File: src/rtl/ddr_phase_train.sv
// DDR read-clock phase trainer: sweeps every PLL phase step across all lanes, centres on the
// longest (wrap-aware) passing window, pulses the datapath reset, then watches alignment.
module ddr_phase_train #(
    parameter int unsigned NUM_LANES = 2,
    parameter int unsigned PHASE_W   = 4,
    parameter int unsigned TMR_W     = 8,
    parameter int unsigned RTY_W     = 8,
    parameter int unsigned MIN_WIN   = 6,
    parameter int unsigned RST_CYC   = 8,
    parameter int unsigned STOP_CYC  = 12
) (
    input  logic                 clk,
    input  logic                 reset_n,
    input  logic                 lock,
    input  logic [NUM_LANES-1:0] phase_err,
    input  logic [NUM_LANES-1:0] align_err,
    input  logic                 reset_datapath,
    output logic [PHASE_W-1:0]   phase,
    output logic                 reset_datapath_out,
    output logic                 stop_out,
    output logic                 good,
    output logic                 err,
    output logic [PHASE_W-1:0]   win_start,
    output logic [PHASE_W:0]     win_len
);
    localparam int unsigned N     = 1 << PHASE_W;
    localparam int unsigned LEN_W = PHASE_W + 1;
    localparam int unsigned IDX_W = PHASE_W + 1;

    localparam logic [TMR_W-1:0]   TMR_MAX     = '1;
    localparam logic [TMR_W-1:0]   TMR_RST_END = TMR_MAX - TMR_W'(1);
    localparam logic [RTY_W-1:0]   RTY_MAX     = '1;
    localparam logic [PHASE_W-1:0] PHASE_MAX   = '1;
    localparam logic [IDX_W-1:0]   IDX_LAST    = '1;
    localparam logic [LEN_W-1:0]   LEN_MAX     = LEN_W'(N);

    typedef enum logic [2:0] {
        IDLE, SWEEP, SELECT, SEEK, RST_DP, CHECK, GOOD, ERR
    } state_t;

    state_t               state_q, state_d;
    logic [TMR_W-1:0]     timer_q;
    logic                 timer_rst;
    logic [PHASE_W-1:0]   phase_q, phase_d;
    logic [RTY_W-1:0]     retry_q, retry_d;
    logic [N-1:0]         pass_q, pass_d;
    logic [IDX_W-1:0]     sel_idx_q, sel_idx_d;
    logic [LEN_W-1:0]     run_q, run_d;
    logic [LEN_W-1:0]     best_len_q, best_len_d;
    logic [PHASE_W-1:0]   best_end_q, best_end_d;
    logic [PHASE_W-1:0]   target_q, target_d;
    logic [PHASE_W-1:0]   win_start_q, win_start_d;
    logic [LEN_W-1:0]     win_len_q, win_len_d;
    logic                 rdo_q, stop_q, good_q, err_q;

    logic                 lock_ff, reset_datapath_ff;
    logic [NUM_LANES-1:0] phase_err_ff, align_err_ff;

    logic                 sel_pass;
    logic [LEN_W-1:0]     run_nxt;
    logic [LEN_W-1:0]     scan_len;
    logic [PHASE_W-1:0]   scan_end;
    logic [PHASE_W-1:0]   scan_start;
    logic [PHASE_W-1:0]   scan_tgt;
    logic                 lock_watch;

    // Input capture; every decision uses these copies
    always_ff @(posedge clk or negedge reset_n) begin
        if (!reset_n) begin
            lock_ff           <= 1'b0;
            phase_err_ff      <= '0;
            align_err_ff      <= '0;
            reset_datapath_ff <= 1'b0;
        end else begin
            lock_ff           <= lock;
            phase_err_ff      <= phase_err;
            align_err_ff      <= align_err;
            reset_datapath_ff <= reset_datapath;
        end
    end

    // Window scan step: fold the current pass bit into run/best, and derive the centre
    always_comb begin
        sel_pass = pass_q[sel_idx_q[PHASE_W-1:0]];
        run_nxt  = '0;
        if (sel_pass) begin
            run_nxt = (run_q == LEN_MAX) ? run_q : run_q + LEN_W'(1);
        end
        scan_len = best_len_q;
        scan_end = best_end_q;
        if (run_nxt > best_len_q) begin
            scan_len = run_nxt;
            scan_end = sel_idx_q[PHASE_W-1:0];
        end
        scan_start = scan_end - scan_len[PHASE_W-1:0] + PHASE_W'(1);
        scan_tgt   = scan_start + scan_len[PHASE_W:1];
    end

    always_ff @(posedge clk or negedge reset_n) begin
        if (!reset_n) begin
            state_q <= IDLE;
        end else begin
            state_q <= state_d;
        end
    end

    always_comb begin
        state_d     = state_q;
        phase_d     = phase_q;
        retry_d     = retry_q;
        pass_d      = pass_q;
        sel_idx_d   = sel_idx_q;
        run_d       = run_q;
        best_len_d  = best_len_q;
        best_end_d  = best_end_q;
        target_d    = target_q;
        win_start_d = win_start_q;
        win_len_d   = win_len_q;
        timer_rst   = 1'b0;
        lock_watch  = (state_q != IDLE) && (state_q != ERR);

        if (lock_watch && !lock_ff) begin
            state_d = IDLE;
        end else begin
            case (state_q)
                IDLE: begin
                    if (lock_ff) begin
                        state_d = SWEEP;
                        phase_d = '0;
                        retry_d = '0;
                        pass_d  = '0;
                    end
                end
                SWEEP: begin
                    if (timer_q == TMR_MAX) begin
                        pass_d[phase_q] = ~|phase_err_ff;
                        if (phase_q == PHASE_MAX) begin
                            state_d    = SELECT;
                            sel_idx_d  = '0;
                            run_d      = '0;
                            best_len_d = '0;
                            best_end_d = '0;
                        end else begin
                            phase_d   = phase_q + PHASE_W'(1);
                            timer_rst = 1'b1;
                        end
                    end
                end
                SELECT: begin
                    sel_idx_d  = sel_idx_q + IDX_W'(1);
                    run_d      = run_nxt;
                    best_len_d = scan_len;
                    best_end_d = scan_end;
                    if (sel_idx_q == IDX_LAST) begin
                        if (scan_len < LEN_W'(MIN_WIN)) begin
                            if (retry_q == RTY_MAX) begin
                                state_d = ERR;
                            end else begin
                                retry_d = retry_q + RTY_W'(1);
                                state_d = SWEEP;
                                phase_d = '0;
                            end
                        end else begin
                            state_d     = SEEK;
                            win_start_d = scan_start;
                            win_len_d   = scan_len;
                            target_d    = scan_tgt;
                        end
                    end
                end
                SEEK: begin
                    if (phase_q == target_q) begin
                        state_d = RST_DP;
                    end else if (timer_q == TMR_MAX) begin
                        phase_d   = phase_q + PHASE_W'(1);
                        timer_rst = 1'b1;
                    end
                end
                RST_DP: begin
                    if (timer_q == TMR_RST_END) begin
                        state_d = CHECK;
                    end
                end
                CHECK: begin
                    if (~|align_err_ff) begin
                        state_d = GOOD;
                    end else if (retry_q == RTY_MAX) begin
                        state_d = ERR;
                    end else begin
                        retry_d = retry_q + RTY_W'(1);
                        state_d = RST_DP;
                    end
                end
                GOOD: begin
                    retry_d = '0;
                    if (|phase_err_ff) begin
                        state_d = IDLE;
                    end else if (|align_err_ff || reset_datapath_ff) begin
                        state_d = RST_DP;
                    end
                end
                ERR: begin
                    if (reset_datapath_ff) begin
                        state_d = IDLE;
                    end
                end
                default: state_d = IDLE;
            endcase
        end
    end

    // Datapath registers; status outputs are also gated by lock so they drop ahead of the state
    always_ff @(posedge clk or negedge reset_n) begin
        if (!reset_n) begin
            timer_q     <= '0;
            phase_q     <= '0;
            retry_q     <= '0;
            pass_q      <= '0;
            sel_idx_q   <= '0;
            run_q       <= '0;
            best_len_q  <= '0;
            best_end_q  <= '0;
            target_q    <= '0;
            win_start_q <= '0;
            win_len_q   <= '0;
            rdo_q       <= 1'b0;
            stop_q      <= 1'b0;
            good_q      <= 1'b0;
            err_q       <= 1'b0;
        end else begin
            if ((state_d != state_q) || timer_rst) begin
                timer_q <= '0;
            end else if (timer_q != TMR_MAX) begin
                timer_q <= timer_q + TMR_W'(1);
            end
            phase_q     <= phase_d;
            retry_q     <= retry_d;
            pass_q      <= pass_d;
            sel_idx_q   <= sel_idx_d;
            run_q       <= run_d;
            best_len_q  <= best_len_d;
            best_end_q  <= best_end_d;
            target_q    <= target_d;
            win_start_q <= win_start_d;
            win_len_q   <= win_len_d;
            rdo_q       <= (state_q == RST_DP) && (timer_q < TMR_W'(RST_CYC)) && lock_ff;
            stop_q      <= (state_q == RST_DP) && (timer_q < TMR_W'(STOP_CYC)) && lock_ff;
            good_q      <= (state_q == GOOD) && (timer_q == TMR_MAX) && lock_ff;
            err_q       <= (state_q == ERR);
        end
    end

    assign phase              = phase_q;
    assign reset_datapath_out = rdo_q;
    assign stop_out           = stop_q;
    assign good               = good_q;
    assign err                = err_q;
    assign win_start          = win_start_q;
    assign win_len            = win_len_q;

endmodule
File: config.mk
export PLATFORM = sky130hd
export DESIGN_NAME = ddr_phase_train
export DESIGN_NICKNAME = d
export VERILOG_FILES = /design/src/rtl/ddr_phase_train.sv
export SDC_FILE = /design/constraint.sdc
export NUM_CORES = 1
export LEC_CHECK = 0
export CAP_MARGIN = 0
export CORE_ASPECT_RATIO = 0.5
export CORE_MARGIN = 2
export CORE_UTILIZATION = 40
export DETAILED_ROUTE_END_ITERATION = 12
export GPL_TIMING_DRIVEN = 0
export PLACE_DENSITY = 0.54
export SYNTH_ARGS = -nofsm -noshare
export SYNTH_HDL_FRONTEND = slang
export SYNTH_SLANG_ARGS = --single-unit
File: constraint.sdc
create_clock -name clk -period 6.7 [get_ports clk]
set_input_delay 0.67 -clock clk [delete_from_list [all_inputs] [get_ports clk]]
set_output_delay 0.67 -clock clk [all_outputs]
set_load 0.1 [all_outputs]
## After elaboration in Yosys (flattened, before gate mapping)

Cells that the tools add are included.

| word-level totals | value |
|---|---|
| output and inout port bits | 17 |
| register bits | 81 |
| logic and storage cells | 149 |

| operators by class | value |
|---|---|
| reductions and logical operators | 27 |
| bitwise logic cells | 2 |
| equality and inequality tests | 27 |
| mux-type cells | 58 |
| add/subtract/negate cells | 8 |
| $lt $le $gt $ge | 7 |

Operators with widths:

| operator | count |
|---|---|
| $mux 8 | 7 |
| $mux 4 | 11 |
| $mux 3 | 12 |
| $mux 16 | 2 |
| $pmux 16 s2 | 1 |
| $pmux 8 s4 | 1 |
| $pmux 5 s2 | 3 |
| $mux 5 | 5 |
| $eq 8x8->1 const B | 3 |
| $pmux 3 s8 | 1 |
| $ne 2x2->1 const B | 10 |
| $add 8x1->8 const B | 2 |
| $bwmux 16 | 1 |
| $lt 8x4->1 const B | 2 |
| $pmux 4 s4 | 1 |
| $eq 3x3->1 const B | 4 |
| $reduce_and 4->1 | 3 |
| $add 5x1->5 const B | 2 |
| $eq 5x5->1 const B | 2 |
| $lt 4x5->1 const B | 2 |
| $reduce_and 10->1 | 1 |
| $logic_and 1x1->1 | 9 |
| $add 4x1->4 const B | 2 |
| $ne 8x8->1 const B | 1 |
| 26 further kinds | 41 |

## Depth between registers and ports, before layout

| logic depth | value |
|---|---|
| depth after elaboration | 13 |
| mapped depth | 23 |
| depth with buffers taken out | 21 |

## Least setup slack after synthesis

Ideal clock, no wire load.

| path | value |
|---|---|
| path type | flip-flop to flip-flop |
| start point | register sel_idx_q[0] |
| end point | register target_q[3] |
| stages on the path, launching flop included | 24 |
| period minus slack after synthesis | 4,899 ps |
| required time | 6,565 ps |
| arrival time | 4,764 ps |
| library setup time | 135 ps |
| setup slack | 1,801 ps |
| cell sequence | dfrtp_1 -> buf_6 -> mux4_1 -> mux2i_1 -> mux2_4 -> or3b_2 -> ha_1 -> nand4_1 -> mux2i_1 -> a21oi_1 -> clkbuf_8 -> clkbuf_1 -> nor2_1 -> a21oi_1 -> inv_1 -> ha_1 -> inv_1 -> ha_1 -> fa_1 -> ha_1 -> a21oi_1 -> xnor2_1 -> xnor2_1 -> o21ai_0 |

| on the way | value |
|---|---|
| word-level cells in the longest chain between the ends | 8 |
| elaborated cells on any way between the ends | 13 |
| those cells by class | 3 x add/sub; 2 x order compare; 1 x eq/ne; 5 x mux; 1 x bitwise; 1 x reduce/logical |

Ends and longest elaborated chain:

| what | RTL line | RTL |
|---|---|---|
| start: declaration | 47 | `logic [IDX_W-1:0] sel_idx_q, sel_idx_d;` |
| start signal: assignment | 239 | `sel_idx_q <= sel_idx_d;` |
| $bmux 1 s4 * | 84 | `sel_pass = pass_q[sel_idx_q[PHASE_W-1:0]];` |
| $mux 1 (not written as such) * | 84 |  |
| $mux 5 * | 86 | `if (sel_pass) begin` |
| $gt 5x5->1 | 91 | `if (run_nxt > best_len_q) begin` |
| $mux 5 * | 91 |  |
| named net scan_len[1] | 61 | `logic [LEN_W-1:0] scan_len;` |
| $sub 4x4->4 * | 95 | `scan_start = scan_end - scan_len[PHASE_W-1:0] + PHASE_W'(1);` |
| $add 4x1->4 * | 95 |  |
| named net scan_start[2] | 63 | `logic [PHASE_W-1:0] scan_start;` |
| $add 4x4->4 * | 96 | `scan_tgt = scan_start + scan_len[PHASE_W:1];` |
| end signal: assignment | 243 | `target_q <= target_d;` |
| end: declaration | 51 | `logic [PHASE_W-1:0] target_q, target_d;` |

The timed path passes the listed nets; every way through them passes the cells marked *. The select of a mux whose other input is x is not followed.
A chain may end at the register's enable or synchronous reset.

## Worst setup path after layout

Ends and elaborated chain as after synthesis.

==> results_dict.tcl <==
set metrics [dict create \
    clock_latency_ns 0.34 \
    firstDrtPassIters 5 \
    critPathSlowestCell "or3b_2" \
    drv_cap 0 \
    ys.flop_type "dfrtp_1" \
    required_ns 6.91 \
    clkTransAtPathRegs_ns 0.06 \
    htree_num_levels 3 \
    rr_endpoint "target_q[3]$_DFFE_PN0P_" \
    status "finished clean" \
    die_w_um 158 \
    synthCells 509 \
    die_h_um 80.8 \
    fin_area_um2 5490 \
    finalSetupViolations 0 \
    vias 3787 \
    wl_per_cell_um 16.1 \
    num_io_pins 25 \
    synth_nets 542 \
    cts_root_buffer "clkbuf_16" \
    cp_max_fo 10 \
    synth_edf_count 0 \
    yosys.area.top_type_share_pct 43.0 \
    gp_congestion 0.930 \
    slowest_delay_ns 0.51 \
    postCtsHoldBufs 0 \
    hp-class "in -> async" \
    grt_max_degree 50 \
    p_leak_nw 2.39 \
    worst-setup-path-type "reg -> reg" \
    crit_chain "buf_6 -> mux4_1 -> mux2i_1 -> mux2_4 -> or3b_2 -> ha_1 -> nand4_1 -> mux2i_1 -> a21oi_1 -> clkbuf_8 -> clkbuf_1 -> nor2_1 -> a21oi_1 -> inv_1 -> ha_1 -> inv_1 -> ha_1 -> fa_1 -> ha_1 -> a21oi_1 -> xnor2_1 -> xnor2_1 -> o21ai_0" \
    rr_worst_depth 23 \
    clkSinkCount 81 \
    skew_ns 0.00720 \
    cp-start-kind "flop" \
    dp.cells 693 \
    drv_slew 0 \
    synth.avg_cell_area_um2 9.26 \
    final-hold-violation-count 0 \
    irDropWorstVdd_mv 0.134 \
    synthXorXnorAreaFrac_pct 4.46 \
    min_period_over_period_pct 85.9 \
    drive_above_1_share_pct 7.45 \
    timing.rr.start "sel_idx_q[0]$_DFFE_PN0P_" \
    max-clock-path-buffers 2 \
    synth-compound-area-share_pct 15.8 \
    final_core_util_pct 48.8 \
    syn_area_um2 4710 \
    synth.distinct_cells 57 \
    ys_seq_area_share_pct 43.0 \
    fin_cells 709 \
    grt_util_all_layers_pct 19.9 \
    syn2layout_area_growth_pct 16.5 \
    dieArea_um2 12700 \
    synth_area_leaders "dfrtp_1 (43%), ha_1 (6.1%), o21ai_0 (6.1%), nand2_1 (4.7%), nor2_1 (3.7%)" \
    avgViaCountPerCell 5.34 \
    synth_area_leader_cell "dfrtp_1" \
    fin_nets 578 \
    post-route-min-period_ns 5.76 \
    overflow 0 \
    ant_nets 0 \
    coreArea_um2 11200 \
    first_global_vias 3726 \
    fillers 1088 \
    diodes 0 \
    rsz0062_at_grt "no" \
    cts_resized 0 \
    synthAdderAreaFrac_pct 6.95 \
    arrival_ns 5.96 \
    hpwl_um 8410 \
    yosys.area_share.simple_pct 19.1 \
    cts_made_buffers 9 \
    regToRegSetupSlack_ns 0.94 \
    yosys-top-cells-count "dfrtp_1 (81), nand2_1 (59), o21ai_0 (57)" \
    antenna_found_initial 0 \
    max-slew-margin-rel_pct 35.1 \
    ys_async_sr_fraction_pct 100 \
    worstMarginPinSlew_ns 0.970 \
    io_buffers 24 \
    power.density_nw_per_um2 199 \
    tns_ns 0 \
    synth.most_common_cell "dfrtp_1" \
    synth_mux_area_share_pct 5.71 \
    cts_tree "yes" \
    yosysWarnings 0 \
    placed_area_um2 5180 \
    synth_seq_cells 81 \
    drc_errors 0 \
    synth_top_family_by_area "simple AND/OR/NAND/NOR gates" \
    grt_pass1_wl_um 19500 \
    endpoint_kind "flop" \
    fmax_mhz 174 \
    timing.critical_path.mode_cell "ha_1" \
    start_util_pct 41.9 \
    rows 27 \
    cts_setup_buffers 0 \
    drt-initial-drc-count 321 \
    drt_wl_total_um 11400 \
]
## power by group
group	internal, mW	leakage (nW)	switching [mW]
clock	0.328	0.151	0.202
combinational	0.0211	1.12	0.0360
sequential	0.496	1.11	0.00819
## per-stage QoR
| step | hold WS, ns | total power, mW | worst slack [ns] |
|---|---|---|---|
| 4_1_cts | 0.284 | 1.10 | 0.933 |
| 6_report | 0.265 | 1.09 | 0.943 |
| 3_5_place_dp | 0.473 | 0.571 | 0.958 |
| 5_1_grt | 0.296 | 1.13 | 0.500 |
| 3_3_place_gp | 0.462 | 0.569 | 0.982 |
| 2_1_floorplan | 0.374 | 0.544 | 1.80 |
## state kept, by name, indices dropped and copies added (netlist names), 5 cells and up
name,flops
sel_idx_q,5
retry_q,8
best_len_q,5
timer_q,8
pass_q,16
run_q,5
win_len,5
## routing by layer
metal  vias to the layer above  routed length (µm)  share of wire, %  track usage (%)
met1                      1828                6070                53             29.6
met3                        11                 480               4.2             4.22
met2                        73                4770                42             29.7
li1                       1875                   -                 -                -
met5                         -                   0                 0                0
met4                         0                 108              0.95             4.36
## critical path: cells and delay by family (launching register included)
kind            cells  cell delay (ns)
buf+inv             5             1.01
xor+xnor            2             0.29
mux                 4             0.86
flops               1             0.40
compound gates      4             0.79
simple gates        3             0.66
fa+ha+maj           5             1.60
## layout by cell type (no fill, tap or decap), types with 5 or more instances in the layout
master,n
ha_1,23
o22ai_1,8
mux2i_1,7
xnor2_1,11
xor2_1,13
clkbuf_16,9
dfrtp_1,81
a31oi_1,7
a21oi_1,28
nor2_1,46
nand2_1,59
inv_1,25
o31ai_1,6
or3_1,5
nor2b_1,8
clkbuf_1,20
nand3_1,15
mux2_2,7
o21ai_0,57
nand4_1,9
clkdlybuf4s50_1,23
## worst max path at each step
stage	start	endpoint	slack, ns	cells after the start
global route	sel_idx_q[0]$_DFFE_PN0P_	target_q[3]$_DFFE_PN0P_	0.50	23
CTS	sel_idx_q[0]$_DFFE_PN0P_	target_q[3]$_DFFE_PN0P_	0.93	23
finish	sel_idx_q[0]$_DFFE_PN0P_	target_q[3]$_DFFE_PN0P_	0.94	23
global placement	sel_idx_q[0]$_DFFE_PN0P_	target_q[3]$_DFFE_PN0P_	0.98	23
detailed placement	sel_idx_q[0]$_DFFE_PN0P_	target_q[3]$_DFFE_PN0P_	0.96	23
floorplan	sel_idx_q[0]$_DFFE_PN0P_	target_q[3]$_DFFE_PN0P_	1.80	23
## layout make-up
type                    count  area, µm²  area share [%]
multi-input cells         378       2450            44.6
flip-flops and latches     81       2030            36.9
repair buffers             25        265            4.83
clock buffers              12        236            4.31
well taps                 159        199            3.62
plain buffers              25        143            2.60
inverters                  25       93.8            1.71
clock inverters             4       77.6            1.41
## cells by family (layout without fill, tap and decap cells)
logic type / after synthesis / in the layout
flip-flops: 81 / 81
AO/OA/AOI/OAI: 128 / 128
buffers and inverters: 50 / 91
multiplexers: 19 / 19
AND/OR/NAND/NOR: 182 / 182
XOR/XNOR: 24 / 24
adder cells (fa/ha/maj): 25 / 25
No activity file was read; power rests on OpenSTA's default activity.
==> RTL change: new RTL, config.mk and constraints unchanged <==
Set the parameter `NUM_LANES` to 1 (it was 2).
--- a/src/rtl/ddr_phase_train.sv
+++ b/src/rtl/ddr_phase_train.sv
@@ -1,7 +1,7 @@
 // DDR read-clock phase trainer: sweeps every PLL phase step across all lanes, centres on the
 // longest (wrap-aware) passing window, pulses the datapath reset, then watches alignment.
 module ddr_phase_train #(
-    parameter int unsigned NUM_LANES = 2,
+    parameter int unsigned NUM_LANES = 1,
     parameter int unsigned PHASE_W   = 4,
     parameter int unsigned TMR_W     = 8,
     parameter int unsigned RTY_W     = 8,
Ports: changed (resized align_err and phase_err); port bits go from 25 to 23. No check against the original RTL was run, so the function may have changed too.
==> RTL change against the unedited design <==
Cell count grew 0.99%; final area shrank 0.23%; synthesized cell count grew 0.59%; area after synthesis grew 0.34%; via count grew 0.55%; power shrank 7.6%; critical path depth shrank 5; sequential cell count shrank 2; clock skew grew 0.00056 ns; wire length shrank 2.6%; setup slack lost 0.34 ns; sequential power shrank 4%; critical endpoint unchanged; utilization shrank 1.9 points.
==> RTL change: results (changes against the unedited design) <==
[route]
drt-initial-drc-count = 272  ; -15%
num_vias = 3808  ; +0.55%
drt_pass1_iterations = 5  ; unchanged
avgRoutedWirePerCell_microns = 15.6  ; -3.5%

[setup_path]
critPathMaxStageDelay_ns = 0.60  ; +0.09 ns
cp_max_fo = 10  ; unchanged
slowest_stage = mux4_2
crit_arrival_ns = 6.33  ; +0.37 ns
start_kind = flip-flop
path_delay_family = adder cells

[synthesis]
async_flop_share_pct = 100  ; unchanged
synth_top_cells_by_count = 88 x nand2_1, 79 x dfrtp_1, 39 x o21ai_0
synth_cell_types = 60  ; +5.3%
synth-main-ff-cell = dfrtp_1
yosysSeqAreaShare_pct = 41.8  ; -1.2 points
synth.area.top_cells = dfrtp_1 42%, nand2_1 7.0%, ha_1 6.1%
yosysWarnings = 0  ; unchanged
synthesis.nets = 543  ; +0.18%

[global_route]
grt_usage_pct = 18.8  ; -1.1 points
grtUsageMet3_pct = 5.02  ; +0.80 points
grt_pass1_vias = 3615  ; -3.0%
antenna_found_initial = 0  ; unchanged
gr-usage-met1_pct = 27.0  ; -2.7 points
grt_max_degree = 60  ; +20%
grtUsageMet2_pct = 27.6  ; -2.1 points
grt_pass1_wl_mm = 18.4  ; -5.4%

[placement]
dp_hpwl_mm = 8.02  ; -4.7%
place.gp.congestion = 0.841  ; -9.6%
portBuffers = 22  ; -8.3%
place_ws_ns = 0.600  ; -0.358 ns

[sta]
slew_headroom_pct = 34.9  ; -0.18 points
skew_ns = 0.00776  ; +0.000563 ns

[power_and_ir_drop]
p_leak_nw = 2.42  ; +1.5%
peakVddDrop_v = 0.000116  ; -13%

[cts]
path_clk_slew_ns = 0.06  ; about the same
root_buffer = clkbuf_16
htree_levels = 3  ; unchanged
cts_setup_buffers = 0  ; unchanged
cts_max_path_buffers = 2  ; unchanged
cts_inserted_buffers = 9  ; unchanged
clk-insertion-delay-late_ns = 0.34  ; about the same
cts.repair.resized = 0  ; unchanged

[layout]
nFillCells = 1114  ; +2.4%
antenna_cells = 0  ; unchanged
drive_gt1_share_pct = 7.80  ; +0.35 points
finalNetCount = 578  ; unchanged
top_regs = pass_q x16, retry_q x8, timer_q x8

[status]
status = finished clean

[min_path]
hold_path.class = in -> async

## RTL change: final timing paths
check                                    startpoint                  endpoint  slack [ns]  cells past startpoint
setup / recovery           sel_idx_q[2]$_DFFE_PN0P_   target_q[3]$_DFFE_PN0P_        0.60                     18
hold / removal                              reset_n    timer_q[3]$_DFFE_PN0P_        0.21                      1
setup reg to reg           sel_idx_q[2]$_DFFE_PN0P_   target_q[3]$_DFFE_PN0P_        0.60                     18
hold reg to reg            win_start[0]$_DFFE_PN0P_  win_start[0]$_DFFE_PN0P_        0.49                      1
max in group asynchronous                   reset_n    win_len[4]$_DFFE_PN0P_        5.89                      2
min in group clk           win_start[0]$_DFFE_PN0P_  win_start[0]$_DFFE_PN0P_        0.49                      1
## RTL change: stage by stage
step	cells	area [sq um]
2_1_floorplan	512	4730
3_3_place_gp	699	5160
3_5_place_dp	701	5200
4_1_cts	716	5480
5_1_grt	716	5480
6_report	716	5480
## RTL change: layout make-up
cell class	count	area share [%]
clock inverter	3	0.320
timing repair buffer	24	4.61
multi-input combinational	381	46.6
buffer	28	2.08
clock buffer	12	4.86
tap	165	3.77
inverter	24	1.64
sequential	79	36.1
## RTL change: logic make-up (layout without fill, tap and decap cells)
family                     Yosys count  after routing  share of synthesized area (%)
AOI/OAI and AO/OA                  118            118                           15.5
xor gates and xnor gates            21             21                           4.18
adders and majority gates           25             25                           6.93
buffers and inverters               52             91                           4.31
DFF                                 79             79                           41.8
muxes                               32             32                           8.99
and+or+nand+nor                    185            185                           18.3
## RTL change: per-layer routing
metal / vias to the layer above / share of wire [%]
li1: 1895 / -
met3: 23 / 4.4
met5: - / 0
met2: 86 / 42
met1: 1804 / 52
met4: 0 / 2.1
## RTL change: where the power goes
part	switching [mW]	total, mW	internal, mW	leakage [nW]
Clock	0.194	0.472	0.278	0.140
Combinational	0.0334	0.0505	0.0171	1.19
Sequential	0.00500	0.486	0.481	1.09
Total	0.232	1.01	0.776	2.42
